[config.mk]
export PLATFORM = sky130hd
export DESIGN_NAME = register_file
export DESIGN_NICKNAME = d
export VERILOG_FILES = /design/src/rtl/register_file_pkg.sv /design/src/rtl/register_file_scoreboard.sv /design/src/rtl/register_file.sv
export SDC_FILE = /design/constraint.sdc
export NUM_CORES = 2
export LEC_CHECK = 0
export ABC_CLOCK_PERIOD_IN_PS = 4070
export BUFFER_PORTS_ARGS = -buffer_cell sky130_fd_sc_hd__buf_4
export CORE_MARGIN = 4
export CORE_UTILIZATION = 45
export DETAILED_ROUTE_END_ITERATION = 8
export PLACE_DENSITY = 0.63
export SLEW_MARGIN = 20
export SYNTH_ARGS = -nofsm -noshare
export SYNTH_HDL_FRONTEND = slang
export SYNTH_HIERARCHICAL = 1
export SYNTH_SLANG_ARGS = --single-unit
[constraint.sdc]
create_clock -name clock -period 4.07 [get_ports clock]
set_input_delay 0.814 -clock clock [delete_from_list [all_inputs] [get_ports clock]]
set_output_delay 0.814 -clock clock [all_outputs]
set_load 0.02 [all_outputs]
[src/rtl/register_file_pkg.sv]
// register_file_pkg: shared sizes, register-address type and zero-register constant for the register file.
// Contents: REG_COUNT, DATA_WIDTH, ADDR_WIDTH, reg_addr_t, ZERO_REG.
package pack;
    localparam int REG_COUNT  = 32;
    localparam int DATA_WIDTH = 32;
    localparam int ADDR_WIDTH = $clog2(REG_COUNT);
    typedef logic [ADDR_WIDTH-1:0] reg_addr_t;
    localparam reg_addr_t ZERO_REG = '0;
endpackage

[src/rtl/register_file_scoreboard.sv]
// register_scoreboard: per-register busy bits tracking in-flight producers, and the decode stall.
// Ports: clock, reset (async active-low), issue_enable/issue_register (set busy),
//        commit_enable/commit_register (clear busy), flush (clear all), read_a/read_b (sources),
//        stall (a source is still pending).
// Macro REGFILE_BYPASS_EN: a source committing this cycle does not stall.
module register_scoreboard #(
    parameter int REG_COUNT = pack::REG_COUNT
) (
    input  logic                       clock,
    input  logic                       reset,
    input  logic                       issue_enable,
    input  logic [pack::ADDR_WIDTH-1:0] issue_register,
    input  logic                       commit_enable,
    input  logic [pack::ADDR_WIDTH-1:0] commit_register,
    input  logic                       flush,
    input  logic [pack::ADDR_WIDTH-1:0] read_a,
    input  logic [pack::ADDR_WIDTH-1:0] read_b,
    output logic                       stall
);
    import pack::*;
    logic [REG_COUNT-1:0] busy, busy_next, set_mask, clear_mask;
    logic hit_a, hit_b;
    // Set is applied after clear so a newer producer issued on the commit edge stays outstanding.
    always_comb begin
        set_mask = '0;
        clear_mask = '0;
        if (issue_enable)
            set_mask[issue_register] = 1'b1;
        if (commit_enable)
            clear_mask[commit_register] = 1'b1;
        busy_next = flush ? '0 : ((busy & ~clear_mask) | set_mask);
        busy_next[0] = 1'b0;
    end
    always_ff @(posedge clock or negedge reset)
        if (!reset)
            busy <= '0;
        else
            busy <= busy_next;
`ifdef REGFILE_BYPASS_EN
    assign hit_a = commit_enable && commit_register != ZERO_REG && commit_register == read_a;
    assign hit_b = commit_enable && commit_register != ZERO_REG && commit_register == read_b;
`else
    assign hit_a = 1'b0;
    assign hit_b = 1'b0;
`endif
    // Depends only on registered busy state and commit inputs, never on issue_enable.
    assign stall = (busy[read_a] && !hit_a) || (busy[read_b] && !hit_b);
endmodule

[src/rtl/register_file.sv]
// register_file: two-read/one-write register file with x0 hardwired to zero and a busy-bit scoreboard.
// Ports: clock, reset (async active-low), destinationEnable/writeAddress/writeData (commit),
//        readAddressA/B -> readDataA/B (combinational), issueEnable/issueRegister (mark busy),
//        flush (drop all in-flight producers), stall (source operand pending).
// Macro REGFILE_BYPASS_EN: same-cycle commit data is forwarded to matching read ports.
module register_file #(
    parameter int DATA_WIDTH = pack::DATA_WIDTH,
    parameter int REG_COUNT  = pack::REG_COUNT
) (
    input  logic                        clock,
    input  logic                        reset,
    input  logic                        destinationEnable,
    input  logic [pack::ADDR_WIDTH-1:0] writeAddress,
    input  logic [DATA_WIDTH-1:0]       writeData,
    input  logic [pack::ADDR_WIDTH-1:0] readAddressA,
    input  logic [pack::ADDR_WIDTH-1:0] readAddressB,
    output logic [DATA_WIDTH-1:0]       readDataA,
    output logic [DATA_WIDTH-1:0]       readDataB,
    input  logic                        issueEnable,
    input  logic [pack::ADDR_WIDTH-1:0] issueRegister,
    input  logic                        flush,
    output logic                        stall
);
    import pack::*;
    logic [REG_COUNT-1:0][DATA_WIDTH-1:0] regs;
    logic commit, byp_a, byp_b;
    assign commit = destinationEnable && writeAddress != ZERO_REG;
    always_ff @(posedge clock or negedge reset)
        if (!reset)
            regs <= '0;
        else if (commit)
            regs[writeAddress] <= writeData;
`ifdef REGFILE_BYPASS_EN
    assign byp_a = commit && writeAddress == readAddressA;
    assign byp_b = commit && writeAddress == readAddressB;
`else
    assign byp_a = 1'b0;
    assign byp_b = 1'b0;
`endif
    assign readDataA = (readAddressA == ZERO_REG) ? '0 : byp_a ? writeData : regs[readAddressA];
    assign readDataB = (readAddressB == ZERO_REG) ? '0 : byp_b ? writeData : regs[readAddressB];
    register_scoreboard #(.REG_COUNT(REG_COUNT)) u_scoreboard (
        .clock(clock),
        .reset(reset),
        .issue_enable(issueEnable),
        .issue_register(issueRegister),
        .commit_enable(destinationEnable),
        .commit_register(writeAddress),
        .flush(flush),
        .read_a(readAddressA),
        .read_b(readAddressB),
        .stall(stall)
    );
endmodule

==> run_results.csv <==
group,metric,value,unit
run_status,status,"complete, no violations",
logic_synthesis,syn_inst,3822,
die,core,0.1256,mm2
placed_design,dp_hpwl,110800,um
clock_tree,clock_sinks,1055,
critical_path,path_common_cell,"buf_4",
timing,rsz0062_at_grt,"false",
critical_path,crit_required,3.26,ns
detailed_routing,drc,0,
grt,grt_pass1_vias,38450,
clock_tree,cts_resized,0,
critical_path,ff2ff_path_depth,1,
placed_design,dpl_cell_area,0.06019,mm2
critical_path,cp-end-kind,"output pin",
timing,layout_min_cycle_time,3.905,ns
timing,finalSetupViolCount,0,
detailed_routing,drt_iter0_markers,3721,
detailed_routing,drtPass1Iterations,6,
detailed_routing,viasPerCell,6.623,
grt,grt_pass1_wl,271400,um
critical_path,crit_arrival,3.09,ns
timing,fin_setup_tns,0,ns
critical_path,r2r-end,"regs[589]",
logic_synthesis,synth_edf_count,0,
clock_tree,cts_buffers,114,
timing,hold_viol_final,0,
clock_tree,ctsHoldBuffers,0,
die,die_w,363.3,um
critical_path,worstSetupStartpointType,"input port",
detailed_routing,ant_nets,0,
die,die_h,363.3,um
logic_synthesis,synthDistinctLibCells,44,
logic_synthesis,synth.yosys.seq_area_share,0.4647,
grt,grt_usage,0.2794,
timing,relSlewSlack,0.2429,
cells_and_area,mostFrequentLayoutCells,"1,055 x dfrtp_1, 1,020 x mux2_2, 455 x mux4_2",
min_path,hp-class,"input port to async pin",
logic_synthesis,synth_area,0.05681,mm2
logic_synthesis,syn_area_per_cell,14.86,um2
clock_tree,htree_levels,3,
power_and_ir_drop,leakagePower,27.50,nW
critical_path,crit_family,"buffers and inverters",
clock_tree,insertion_delay,0.74,ns
critical_path,path_class,"input port to output pin",
detailed_routing,wl,183400,um
grt,overflow,0,
logic_synthesis,synth-async-reset-ratio,1.000,
power_and_ir_drop,p_per_area,485.6,mW/mm2
logic_synthesis,ys_warn_count,6,
timing,skew,0,ns
critical_path,cp_max_fo,30,
placed_design,place.gp.congestion,0.7973,
timing,period_share,0.9595,
critical_path,cpPeakStageDelay,0.66,ns
cells_and_area,nets,3901,
cells_and_area,final_area,0.06417,mm2
die,start_util,0.4524,
cells_and_area,drive_gt1_frac,0.5203,
cells_and_area,area_growth,12.96,%
critical_path,reg2reg_slack,3.25,ns
critical_path,path_buf_inv,4,
logic_synthesis,synth_seq_cells,1055,
clock_tree,ctsLongestPathBuffers,3,
cells_and_area,layout_commonest_cell,"dfrtp_1",
die,dieArea,0.1320,mm2
grt,grt_max_degree,95,
timing,worst_pin_slew,1.135,ns
power_and_ir_drop,peakVddDrop,374.8,uV
detailed_routing,vias,37040,
clock_tree,cts_tree,"done",
timing,maxSlewViolCount,0,
die,ioPinCount,122,
logic_synthesis,synthFlopType,"dfrtp_1",
placed_design,port_buffers,121,
logic_synthesis,synth_nets,3879,
die,rows,130,
flow_run,drv_cap,0,
critical_path,worstPathCellList,"buf_6 > buf_12 > or4_4 > buf_4 > o21ai_1 > a311oi_1 > buf_4",
critical_path,rr_startpoint,"regs[589]",
clock_tree,root_buffer,"clkbuf_16",
clock_tree,clkSlewWorstSetupHoldPaths,0.06,ns
detailed_routing,routedWlPerCell,32.78,um
timing,fmax,256.1,MHz
grt,antenna_found_initial,6,
clock_tree,postCtsSetupBuffers,0,
critical_path,cpMaxStageDelayCell,"a311oi_1",
-- where the power goes --
| group | internal [mW] | switching, mW |
|---|---|---|
| Sequential | 12.4 | 1.43 |
| Combinational | 3.73 | 2.53 |
| Clock | 6.50 | 4.54 |
-- logic make-up (layout without fill, tap and decap cells) --
logic type,Yosys count,count (layout),synth area share
flip-flops,1055,1055,0.4647
multiplexers,1653,1653,0.4165
other,0,1,0
AND/OR/NAND/NOR,236,236,0.02229
AO/OA/AOI/OAI,440,440,0.05317
buffers and inverters,438,558,0.04336
-- routing by layer --
layer | routed length [um] | global-route usage | vias to the layer above
li1 | - | - | 14890
met1 | 76770 | 0.3916 | 20140
met2 | 84530 | 0.4337 | 1580
met3 | 14100 | 0.05418 | 418
met4 | 7822 | 0.1070 | 8
met5 | 134 | 0.005447 | -
-- flip-flops by register name, summed over array words and instances (netlist names) --
signal             flops
regs                1024
u_scoreboard/busy     31
-- layout make-up --
class	count	area, um2
clock inverter	43	638.1
multi-input combinational	2329	28140
tap	1650	2064
inverter	4	20.02
sequential	1055	26400
clock buffer	171	3338
antenna	1	2.502
fill	10670	61400
timing repair buffer	340	3573
-- stage by stage --
stage | setup WS [ns] | std cells | util | total power, mW | hold slack, ns
after floorplan | 0.8759 | 3822 | - | 18.17 | 0.4413
after global placement | 0.2288 | 5378 | 0.4794 | 20.01 | 0.3775
after detailed placement | 0.2316 | 5378 | 0.4794 | 20.23 | 0.3833
after CTS | 0.2178 | 5592 | 0.5110 | 31.30 | 0.04619
after global routing | 0.1814 | 5592 | 0.5110 | 32.46 | 0.07822
final | 0.1647 | 5593 | 0.5111 | 31.16 | 0.06368
-- worst max-delay path by stage --
stage / start / to / slack (ns) / cells after the start
4_1_cts: readAddressA[2] / readDataA[30] / 0.22 / 8
2_1_floorplan: readAddressB[0] / readDataB[11] / 0.88 / 7
3_3_place_gp: readAddressB[0] / readDataB[30] / 0.23 / 8
5_1_grt: readAddressA[0] / readDataA[27] / 0.18 / 7
3_5_place_dp: readAddressA[2] / readDataA[30] / 0.23 / 8
6_report: readAddressA[0] / readDataA[27] / 0.16 / 7
-- Yosys cell counts (3+ instances only) --
cell type,count,area share
mux2i_1,133,0.023
a22oi_1,64,0.0085
o21ai_0,60,0.0053
nor2b_1,66,0.0073
a311oi_1,64,0.0099
a221oi_1,46,0.0071
o21ai_1,81,0.0071
nand3b_1,10,0.0013
o2111ai_1,18,0.0028
clkbuf_1,179,0.012
buf_2,138,0.012
o211ai_1,5,0.00066
and3_1,3,0.00033
mux2_1,39,0.0077
dfrtp_1,1055,0.46
a21oi_1,36,0.0032
nor2_1,17,0.0011
nor3b_1,9,0.0012
buf_4,65,0.0086
mux4_2,455,0.18
mux2_2,1020,0.20
buf_6,50,0.0099
nand2b_1,3,0.00033
nand3_1,5,0.00044
nand2_1,91,0.0060
and3b_1,5,0.00077
mux4_1,6,0.0028
a211oi_1,64,0.0085
nor2_2,12,0.0013
Note: power is estimated with default switching activity, not from simulation.
